<file path="src/rtl/inst_fetch_pkg.sv">
// Shared types for the instruction fetch front-end: FSM states, exception codes,
// the hold-buffer entry layout and a saturating add for the optional perf counters.
package fetch_pkg;
  typedef enum logic [2:0] {S_REQ, S_WAIT, S_HOLD, S_DISCARD, S_ERR} state_t;

  localparam logic [1:0] IEXC_NONE     = 2'd1;
  localparam logic [1:0] IEXC_ADEL     = 2'd2;
  localparam logic [2:0] UNCACHED_BASE = 3'b101;

  typedef struct packed {
    logic [31:0] inst1;
    logic [31:0] inst2;
    logic [31:0] pc;
    logic        two;
    logic        cached;
  } hold_t;

  function automatic logic [31:0] sat_add(input logic [31:0] a, input logic [1:0] inc);
    logic [32:0] s;
    s = {1'b0, a} + {31'd0, inc};
    return s[32] ? 32'hFFFF_FFFF : s[31:0];
  endfunction
endpackage

</file>
<file path="src/rtl/inst_fetch_if.sv">
// Fetch request/response bus between the fetch unit and the I-cache/uncached bridge.
interface inst_fetch_if;
  logic        ireq_valid;
  logic        ireq_ready;
  logic [31:0] ireq_addr;
  logic        ireq_cached;
  logic        ireq_two;
  logic        irsp_valid;
  logic [31:0] irsp_inst1;
  logic [31:0] irsp_inst2;

  modport master (output ireq_valid, ireq_addr, ireq_cached, ireq_two,
                  input  ireq_ready, irsp_valid, irsp_inst1, irsp_inst2);
  modport slave  (input  ireq_valid, ireq_addr, ireq_cached, ireq_two,
                  output ireq_ready, irsp_valid, irsp_inst1, irsp_inst2);
endinterface

</file>
<file path="src/rtl/inst_fetch_hold_buf.sv">
// One-entry skid register that parks a fetch response while the instruction FIFO is full.
module fetch_hold_buf
  import fetch_pkg::*;
(
  input  logic  clk,
  input  logic  aresetn,
  input  logic  load,
  input  logic  clear,
  input  logic  unload,
  input  hold_t d,
  output hold_t q,
  output logic  valid
);
  always_ff @(posedge clk) begin
    if (!aresetn) begin
      valid <= 1'b0;
      q     <= '0;
    end else if (clear || unload) begin
      valid <= 1'b0;
    end else if (load) begin
      valid <= 1'b1;
      q     <= d;
    end
  end
endmodule

</file>
<file path="src/rtl/inst_fetch.sv">
// PC generator / one-outstanding fetch requester feeding the dual-issue instruction FIFO.
// Optional macro FETCH_PERF_EN adds saturating perf counters and their output ports.
module inst_fetch
  import fetch_pkg::*;
#(
  parameter logic [31:0] RESET_PC      = 32'hBFC0_0000,
  parameter logic [2:0]  UNCACHED_BASE = fetch_pkg::UNCACHED_BASE
) (
  input  logic        clk,
  input  logic        aresetn,
  input  logic        flush,
  input  logic [31:0] flush_pc,
  input  logic        gotoBranch,
  input  logic [31:0] branch_target,
  input  logic        fifoFull,
  inst_fetch_if.master ibus,
  output logic [31:0] pc,
  output logic [31:0] inst1,
  output logic [31:0] inst2,
  output logic        write1En,
  output logic        write2En,
  output logic [1:0]  iexcep,
  output logic        cached
`ifdef FETCH_PERF_EN
  ,
  output logic [31:0] perf_fetch_words,
  output logic [31:0] perf_full_cycles,
  output logic [31:0] perf_discards
`endif
);
  state_t      state, state_nx;
  logic [31:0] fetch_pc;
  logic        redirect, aligned, cur_cached, cur_two, accept;
  logic        emit, emit_hold, adel, drop, hb_load, hb_clear, hb_valid;
  logic [31:0] target;
  hold_t       rsp, hb_q, src;

  assign redirect   = flush | gotoBranch;
  assign target     = flush ? flush_pc : branch_target;
  assign aligned    = (fetch_pc[1:0] == 2'b00);
  assign cur_cached = (fetch_pc[31:29] != UNCACHED_BASE);
  assign cur_two    = cur_cached & ~fetch_pc[2];

  assign ibus.ireq_valid  = aresetn && (state == S_REQ) && aligned;
  assign ibus.ireq_addr   = fetch_pc;
  assign ibus.ireq_cached = cur_cached;
  assign ibus.ireq_two    = cur_two;
  assign accept           = ibus.ireq_valid & ibus.ireq_ready;

  // fetch_pc is frozen while WAIT is pending, so it still describes the outstanding request
  assign rsp = '{inst1: ibus.irsp_inst1, inst2: ibus.irsp_inst2, pc: fetch_pc,
                 two: cur_two, cached: cur_cached};
  assign src = emit_hold ? hb_q : rsp;

  fetch_hold_buf u_hold (
    .clk(clk), .aresetn(aresetn), .load(hb_load), .clear(hb_clear),
    .unload(emit_hold), .d(rsp), .q(hb_q), .valid(hb_valid)
  );

  always_comb begin
    state_nx  = state;
    emit      = 1'b0;
    emit_hold = 1'b0;
    adel      = 1'b0;
    drop      = 1'b0;
    hb_load   = 1'b0;
    hb_clear  = 1'b0;
    case (state)
      S_REQ: begin
        if (!aligned) begin
          adel     = 1'b1;
          state_nx = S_ERR;
        end else if (accept) state_nx = S_WAIT;
      end
      S_WAIT: if (ibus.irsp_valid) begin
        if (fifoFull) begin
          hb_load  = 1'b1;
          state_nx = S_HOLD;
        end else begin
          emit     = 1'b1;
          state_nx = S_REQ;
        end
      end
      S_HOLD: if (!fifoFull && hb_valid) begin
        emit      = 1'b1;
        emit_hold = 1'b1;
        state_nx  = S_REQ;
      end
      S_DISCARD: if (ibus.irsp_valid) begin
        drop     = 1'b1;
        state_nx = S_REQ;
      end
      default: ;
    endcase
    // A redirect kills any write this cycle; only an in-flight request forces DISCARD
    if (redirect) begin
      emit      = 1'b0;
      emit_hold = 1'b0;
      adel      = 1'b0;
      hb_load   = 1'b0;
      hb_clear  = 1'b1;
      case (state)
        S_REQ:     state_nx = accept ? S_DISCARD : S_REQ;
        S_WAIT: begin
          drop     = ibus.irsp_valid;
          state_nx = ibus.irsp_valid ? S_REQ : S_DISCARD;
        end
        S_HOLD: begin
          drop     = 1'b1;
          state_nx = S_REQ;
        end
        S_DISCARD: state_nx = ibus.irsp_valid ? S_REQ : S_DISCARD;
        default:   state_nx = S_REQ;
      endcase
    end
  end

  always_ff @(posedge clk) begin
    if (!aresetn) begin
      state    <= S_REQ;
      fetch_pc <= RESET_PC;
      pc       <= '0;
      inst1    <= '0;
      inst2    <= '0;
      write1En <= 1'b0;
      write2En <= 1'b0;
      iexcep   <= IEXC_NONE;
      cached   <= 1'b0;
    end else begin
      state    <= state_nx;
      write1En <= emit | adel;
      write2En <= emit & src.two;
      if (redirect)  fetch_pc <= target;
      else if (emit) fetch_pc <= fetch_pc + (src.two ? 32'd8 : 32'd4);
      if (emit) begin
        pc     <= src.pc;
        inst1  <= src.inst1;
        inst2  <= src.inst2;
        cached <= src.cached;
        iexcep <= IEXC_NONE;
      end else if (adel) begin
        pc     <= fetch_pc;
        inst1  <= '0;
        inst2  <= '0;
        cached <= cur_cached;
        iexcep <= IEXC_ADEL;
      end
    end
  end

`ifdef FETCH_PERF_EN
  always_ff @(posedge clk) begin
    if (!aresetn) begin
      perf_fetch_words <= '0;
      perf_full_cycles <= '0;
      perf_discards    <= '0;
    end else begin
      perf_fetch_words <= sat_add(perf_fetch_words,
                                  emit ? (src.two ? 2'd2 : 2'd1) : {1'b0, adel});
      perf_full_cycles <= sat_add(perf_full_cycles, {1'b0, state == S_HOLD});
      perf_discards    <= sat_add(perf_discards, {1'b0, drop});
    end
  end
`endif
endmodule

</file>
<file path="src/flat_wrapper.sv">
// flat-port wrapper written by rule: the top's interface ports become plain ports
module inst_fetch_flat import fetch_pkg::*;
#(
  parameter logic [31:0] RESET_PC      = 32'hBFC0_0000,
  parameter logic [2:0]  UNCACHED_BASE = fetch_pkg::UNCACHED_BASE
)
  (clk, aresetn, flush, flush_pc, gotoBranch, branch_target, fifoFull, pc, inst1, inst2, write1En, write2En, iexcep, cached, ibus_ireq_valid, ibus_ireq_addr, ibus_ireq_cached, ibus_ireq_two, ibus_ireq_ready, ibus_irsp_valid, ibus_irsp_inst1, ibus_irsp_inst2);
  inst_fetch_if ibus_i ();
  input  logic clk;
  input  logic aresetn;
  input  logic flush;
  input  logic [31:0] flush_pc;
  input  logic gotoBranch;
  input  logic [31:0] branch_target;
  input  logic fifoFull;
  output logic [31:0] pc;
  output logic [31:0] inst1;
  output logic [31:0] inst2;
  output logic write1En;
  output logic write2En;
  output logic [1:0] iexcep;
  output logic cached;
  output wire logic [$bits(ibus_i.ireq_valid)-1:0] ibus_ireq_valid;
  output wire logic [$bits(ibus_i.ireq_addr)-1:0] ibus_ireq_addr;
  output wire logic [$bits(ibus_i.ireq_cached)-1:0] ibus_ireq_cached;
  output wire logic [$bits(ibus_i.ireq_two)-1:0] ibus_ireq_two;
  input wire logic [$bits(ibus_i.ireq_ready)-1:0] ibus_ireq_ready;
  input wire logic [$bits(ibus_i.irsp_valid)-1:0] ibus_irsp_valid;
  input wire logic [$bits(ibus_i.irsp_inst1)-1:0] ibus_irsp_inst1;
  input wire logic [$bits(ibus_i.irsp_inst2)-1:0] ibus_irsp_inst2;
  assign ibus_ireq_valid = ibus_i.ireq_valid;
  assign ibus_ireq_addr = ibus_i.ireq_addr;
  assign ibus_ireq_cached = ibus_i.ireq_cached;
  assign ibus_ireq_two = ibus_i.ireq_two;
  assign ibus_i.ireq_ready = ibus_ireq_ready;
  assign ibus_i.irsp_valid = ibus_irsp_valid;
  assign ibus_i.irsp_inst1 = ibus_irsp_inst1;
  assign ibus_i.irsp_inst2 = ibus_irsp_inst2;
  inst_fetch #(.RESET_PC(RESET_PC), .UNCACHED_BASE(UNCACHED_BASE)) u_core (.clk(clk), .aresetn(aresetn), .flush(flush), .flush_pc(flush_pc), .gotoBranch(gotoBranch), .branch_target(branch_target), .fifoFull(fifoFull), .ibus(ibus_i), .pc(pc), .inst1(inst1), .inst2(inst2), .write1En(write1En), .write2En(write2En), .iexcep(iexcep), .cached(cached));
endmodule
</file>
<file path="config.mk">
export PLATFORM = sky130hd
export DESIGN_NAME = inst_fetch_flat
export DESIGN_NICKNAME = d
export VERILOG_FILES = /design/src/rtl/inst_fetch_pkg.sv /design/src/rtl/inst_fetch_if.sv /design/src/rtl/inst_fetch_hold_buf.sv /design/src/rtl/inst_fetch.sv /design/src/flat_wrapper.sv
export SDC_FILE = /design/constraint.sdc
export NUM_CORES = 1
export LEC_CHECK = 0
export BUFFER_PORTS_ARGS = -buffer_cell sky130_fd_sc_hd__buf_2
export CAP_MARGIN = 15
export CORE_ASPECT_RATIO = 1.75
export CORE_MARGIN = 4
export CORE_UTILIZATION = 53
export CTS_CLUSTER_DIAMETER = 200
export DETAILED_ROUTE_END_ITERATION = 8
export GPL_TIMING_DRIVEN = 0
export PLACE_DENSITY = 0.8
export SLEW_MARGIN = 25
export SYNTH_ARGS = -nofsm -noshare
export SYNTH_HDL_FRONTEND = slang
export SYNTH_SLANG_ARGS = --single-unit
</file>
<file path="constraint.sdc">
create_clock -name clk -period 4.4 [get_ports clk]
set_input_delay 0.44 -clock clk [delete_from_list [all_inputs] [get_ports clk]]
set_output_delay 0.44 -clock clk [all_outputs]
set_load 0.01 [all_outputs]
</file>
==> results of run 1 <==
placed cells by master, fill, tap and decap left out, drive strengths merged, types with 9 or more instances in the layout:
cell type and instances:
a21oi 130, a22oi 11, a311oi 32, and3 9
buf 308, clkbuf 98, dfxtp 235, inv 15
mux2i 73, nand2 345, nand3 14, nand4 9
nor2 65, nor3 13, o21ai 83
metal layers:
layer,track usage,vias up,wire length [um]
met1,0.3168,4868,11940
met3,0.05987,129,2657
li1,-,4963,-
met4,0.1934,0,2284
met2,0.5740,459,18130
met5,0,-,0
state kept, by name (all words and copies together), names as in the netlist:
name	cells
u_core.u_hold.q	98
u_core.u_hold.valid	1
u_core.write1En	1
u_core.state	3
u_core.write2En	1
u_core.iexcep	2
u_core.inst1	32
u_core.pc	32
u_core.ibus.ireq_addr	32
u_core.inst2	32
u_core.cached	1
layout make-up:
type                    instances  area [um^2]
plain buffers                 103        434.2
well taps                     238        297.8
diodes                          3        7.507
repair buffers                267         1336
fillers                      1617         6183
inverters                      16        60.06
clock buffers                  36        704.4
flip-flops and latches        235         4705
clock inverters                 2        15.01
multi-input cells             908         5002
logic make-up (layout without fill, tap and decap cells):
family | after synthesis | after routing
and+or+nand+nor | 498 | 498
AOI/OAI and AO/OA | 324 | 324
DFF | 235 | 235
buffers and inverters | 119 | 424
muxes | 74 | 74
xor gates and xnor gates | 11 | 11
adders and majority gates | 1 | 1
other | 0 | 3
path summary, 6_finish.rpt:
check                        start                  endpoint  slack (ns)  cells past startpoint
setup reg to reg   u_core.state[0]  u_core.ibus.ireq_addr[8]        0.66                     14
hold / removal         flush_pc[0]  u_core.ibus.ireq_addr[0]        0.17                      3
hold reg to reg   u_core.inst1[14]          u_core.inst1[14]        0.45                      2
setup / recovery   u_core.state[0]  u_core.ibus.ireq_addr[8]        0.66                     14
stage by stage:
stage / util / setup WS [ns] / cell area, um^2 / hold WS [ns]
finish: 0.6701 / 0.6595 / 12560 / 0.1651
CTS: 0.6697 / 0.7017 / 12550 / 0.1601
detailed placement: 0.6314 / 0.4860 / 11840 / 0.4382
global placement: 0.6314 / 0.4902 / 11840 / 0.4302
floorplan: - / 1.103 / 10200 / 0.4357
global route: 0.6700 / 0.4532 / 12560 / 0.1788
worst max-delay path, stage by stage, from the launching register on:
cell,delay [ns]
dfxtp_1,0.29
buf_2,0.16
nand4bb_1,0.25
nor3_1,0.50
buf_2,0.33
buf_2,0.31
a21boi_0,0.15
ha_1,0.24
and3_1,0.20
a31o_2,0.24
o211a_1,0.21
buf_4,0.17
a21o_1,0.19
a222oi_1,0.30
nor2_1,0.08
power by group through the flow:
| stage | clock [W] | combinational, W | sequential [W] |
|---|---|---|---|
| final | 0.00192 | 0.000494 | 0.00224 |
| after global routing | 0.00201 | 0.000540 | 0.00225 |
| after CTS | 0.00193 | 0.000491 | 0.00224 |
| after detailed placement | 0 | 0.000488 | 0.00229 |
| after global placement | 0 | 0.000481 | 0.00229 |
| after floorplan | 0 | 0.000251 | 0.00229 |
==> impl_metrics.toml, run 1 <==
[power]
leakage_nw = 5.522
ir_drop_uv = 325.8
p_total_w = 0.004656
p_comb_frac = 0.106
switchingPower_w = 0.001193
cellPowerDensity_nw_per_um2 = 370.7
clkPwrFrac = 0.412
p_seq_frac = 0.482
p_int_w = 0.003463
p_sw_frac = 0.2562

[logic_synthesis]
synth_top_family_by_area = "simple AND/OR/NAND/NOR gates"
synth-seq-cells = 235
synth_edf_count = 0
synth.distinct_cells = 70
synth_compound_area_frac = 0.1980
synth_xor_area_frac = 0.009444
synth_top_flop_cell = "dfxtp_1"
synth_mux_area_frac = 0.07273
avgSynthCellArea_um2 = 8.083
syn_inst = 1262
synth_nets = 1398
synth_area_um2 = 10200
yosys.area.top_type = "dfxtp_1"
ys_seq_area_frac = 0.4612
synthSimpleGateAreaFrac = 0.2090
yosys_warnings = 0
synth_fa_ha_area_frac = 0.001227
async_flop_share = 0
synth_area_leaders = "dfxtp_1 (46%), nand2_1 (13%), mux2i_1 (7.2%), a21oi_1 (6.4%), o21ai_0 (3.5%)"
synth_most_common_cell = "nand2_1"
synth_common_cells = "nand2_1 (345), dfxtp_1 (235), a21oi_1 (130)"
synth_top_area_frac = 0.4612

[floorplanning]
ios = 271
die_h_um = 191.5
start_util = 0.5442
core_area_um2 = 18750
dieArea_um2 = 21620
die_w_um = 112.9
rows = 66

[clock_tree]
path_clk_slew_ns = 0.07
cts_root_buf = "clkbuf_16"
cts_tree = "built"
holdBufCountCts = 0
clock_path_buffers = 3
clock-sinks = 235
cts_setup_buffers = 0
cts_repair_resize_count = 0
insertion_delay_ns = 0.51
cts_buffers = 22
htreeDepth = 1

[timing]
tightest_slew_ns = 0.8542
drv_slew = 0
setup_tns_ns = 0
period_needed_ns = 3.740
rsz0062_at_grt = "false"
fin_worst_skew_ns = 0.007920
final_hold_viol_count = 0
slew-limit-headroom = 0.4305
fin_crit_sh = 0.8501
setup_viol = 0
max_freq_mhz = 267.3

[drt]
wirelength_um = 35020
ant_nets = 0
avgViaCountPerCell = 5.763
drc = 0
via_count = 10420
first_pass_iters = 7
wl_per_cell_um = 19.37
initialDrtViolationCount = 738

[grt]
antenna_found_initial = 2
grt_pass1_wl_um = 53800
gr-usage-all-layers = 0.3112
grt_remaining_overflow = 0
first_global_vias = 10250
grt_max_degree = 15

[placement]
place_inst = 1767
dpl.hpwl_um = 26260
finalWeightedCongestion = 0.9772
portBuffers = 267

[flow_run]
cap_violations = 0

[status]
status = "finished, final reports clean"

[setup_path]
worstSetupPathType = "reg -> reg"
worstPathArrival_ns = 4.14
end_kind = "register"
required_ns = 4.80
start_kind = "register"
crit_fanout = 10

[final_layout]
drive_above_1_share = 0.2240
nets = 1689
syn2layout_area_growth_pct = 23.14
fin_cells = 1808

[hold_path]
hold_path.class = "in -> reg"
No activity file was read; power rests on OpenSTA's default activity.
==> inputs of run 2 (changes only) <==
Settings changed: ABC_AREA set to 1.
==> run 2 against run 1 <==
Effect of this change:
- non-clock buffer count up 5
- cell area up 3.9%
- utilization down 0.91 points
- clock skew up 0.010 ns
- area after synthesis up 4.4%
- critical path type unchanged
==> impl_metrics.toml, run 2 <==
[grt]
grt_pass1_wl_um = 57370
gr-usage-all-layers = 0.3191
grt_remaining_overflow = 0
grt_max_degree = 16
antenna_found_initial = 5
first_global_vias = 11210

[hold_path]
hold_path.class = "in -> reg"
hold_start = "flush_pc[1]"

[timing]
fin_worst_skew_ns = 0.01836
setup_viol = 0
setup_tns_ns = 0
fin_crit_sh = 0.5768
final_hold_viol_count = 0
rsz0062_at_grt = "false"
period_needed_ns = 2.538
worst_slack_ns = 1.862
drv_slew = 0
fin_hold_ws_ns = 0.2293
slew-limit-headroom = 0.4603
max_freq_mhz = 394.0
tightest_slew_ns = 0.8095

[logic_synthesis]
synth_top_family_by_area = "compound AO/OA/AOI/OAI gates"
synth_fa_ha_area_frac = 0.001175
async_flop_share = 0
syn_inst = 1483
synth_area_leaders = "dfxtp_1 (44%), o21ai_0 (10%), nand2_1 (9.5%), a21oi_1 (8.3%), inv_1 (5.6%)"
avgSynthCellArea_um2 = 7.180
yosys_warnings = 0
yosys.area.top_type = "dfxtp_1"
synth_area_um2 = 10650
synth_xor_area_frac = 0.001645
synth_compound_area_frac = 0.2642
synth_mux_area_frac = 0
ys_seq_area_frac = 0.4418
synth_top_flop_cell = "dfxtp_1"
synth_top_area_frac = 0.4418
synth_nets = 1619
synth-seq-cells = 235
synth_edf_count = 0
synth_common_cells = "nand2_1 (270), dfxtp_1 (235), o21ai_0 (218)"
synth.distinct_cells = 42
synth_most_common_cell = "nand2_1"
synthSimpleGateAreaFrac = 0.1885

[setup_path]
end_kind = "register"
crit_fanout = 7
worstSetupPathType = "reg -> reg"
crit_start = "u_core.ibus.ireq_addr[30]"
r2r-start = "u_core.ibus.ireq_addr[30]"
start_kind = "register"
required_ns = 4.85
worstPathArrival_ns = 2.99

[drt]
first_pass_iters = 5
drc = 0
wirelength_um = 37570
via_count = 11540
initialDrtViolationCount = 752
avgViaCountPerCell = 5.653
ant_nets = 0
wl_per_cell_um = 18.40

[clock_tree]
htreeDepth = 1
cts_buffers = 22
cts_root_buf = "clkbuf_16"
insertion_delay_ns = 0.51
cts_setup_buffers = 0
cts_tree = "built"
clock-sinks = 235
holdBufCountCts = 0
cts_repair_resize_count = 0
clock_path_buffers = 3
path_clk_slew_ns = 0.07

[placement]
portBuffers = 269
finalWeightedCongestion = 0.9434
dpl.hpwl_um = 28640
post-place-ws_ns = 1.838

[power]
ir_drop_uv = 399.2
leakage_nw = 5.414
cellPowerDensity_nw_per_um2 = 367.9

[floorplanning]
rows = 68
die_w_um = 115.1
die_h_um = 195.5
dieArea_um2 = 22510
start_util = 0.5394
ios = 271
core_area_um2 = 19740

[final_layout]
syn2layout_area_growth_pct = 22.54
post-route-util = 0.6610
largest_reg_flops = 98
fill_cells = 1815
most-common-layout-cells = "buf_2 (294), nand2_1 (270), dfxtp_1 (235)"
nets = 1912
drive_above_1_share = 0.2071
top_register = "u_core.u_hold.q"
final_common_cell = "buf_2"

[status]
status = "finished, final reports clean"

[flow_run]
cap_violations = 0
[run 2: layout make-up]
class	instances	area, um^2	share of cell area
timing repair buffer	269	1346	0.1032
clock buffer	30	651.9	0.04996
antenna	6	15.01	0.001151
sequential	235	4705	0.3606
tap	245	306.5	0.02349
inverter	164	618.1	0.04737
multi-input combinational	978	4850	0.3717
clock inverter	9	80.08	0.006137
buffer	106	475.5	0.03644
[run 2: worst paths after layout]
kind,to,slack (ns),cells past startpoint
hold reg to reg,u_core.u_hold.q[16],0.45,2
setup reg to reg,u_core.ibus.ireq_addr[28],1.86,17
hold / removal,u_core.ibus.ireq_addr[1],0.23,3
setup / recovery,u_core.ibus.ireq_addr[28],1.86,17
[run 2: metal layers]
metal / wire [um] / vias up / track usage
met5: 0 / - / 0
li1: - / 5582 / -
met1: 13210 / 5360 / 0.3309
met4: 2175 / 0 / 0.1771
met3: 2373 / 113 / 0.03969
met2: 19810 / 489 / 0.5997
[run 2: kinds of logic after synthesis]
logic type	Yosys count
buf+inv	270
fa+ha+maj	1
simple gates	457
xor+xnor	2
compound gates	518
flops	235
[run 2: stage by stage]
| step | instance area [um^2] | cells | total power (W) |
|---|---|---|---|
| CTS | 13030 | 2036 | 0.004797 |
| finish | 13050 | 2042 | 0.004800 |
| floorplan | 10650 | 1483 | 0.002628 |
| global placement | 12300 | 1997 | 0.002891 |
| global route | 13050 | 2041 | 0.004951 |
| detailed placement | 12300 | 1997 | 0.002899 |
[run 2: critical path, stage by stage (launching register included)]
cell	delay, ns
dfxtp_1	0.49
inv_1	0.13
nand3_2	0.16
nand2_1	0.09
inv_1	0.14
nand2_1	0.09
nand2_2	0.12
nand2_4	0.09
nand2_1	0.09
inv_1	0.04
ha_1	0.18
inv_1	0.15
nand2_4	0.12
nand3_1	0.13
nor2_1	0.05
o21ai_0	0.27
nand2_1	0.09
nand2_1	0.06
[run 2: power breakdown]
group	internal (W)	leakage, nW	switching, W
combinational	0.000207	3.14	0.000370
sequential	0.00220	1.91	0.0000897
clock	0.00110	0.364	0.000837
total	0.00350	5.41	0.00130
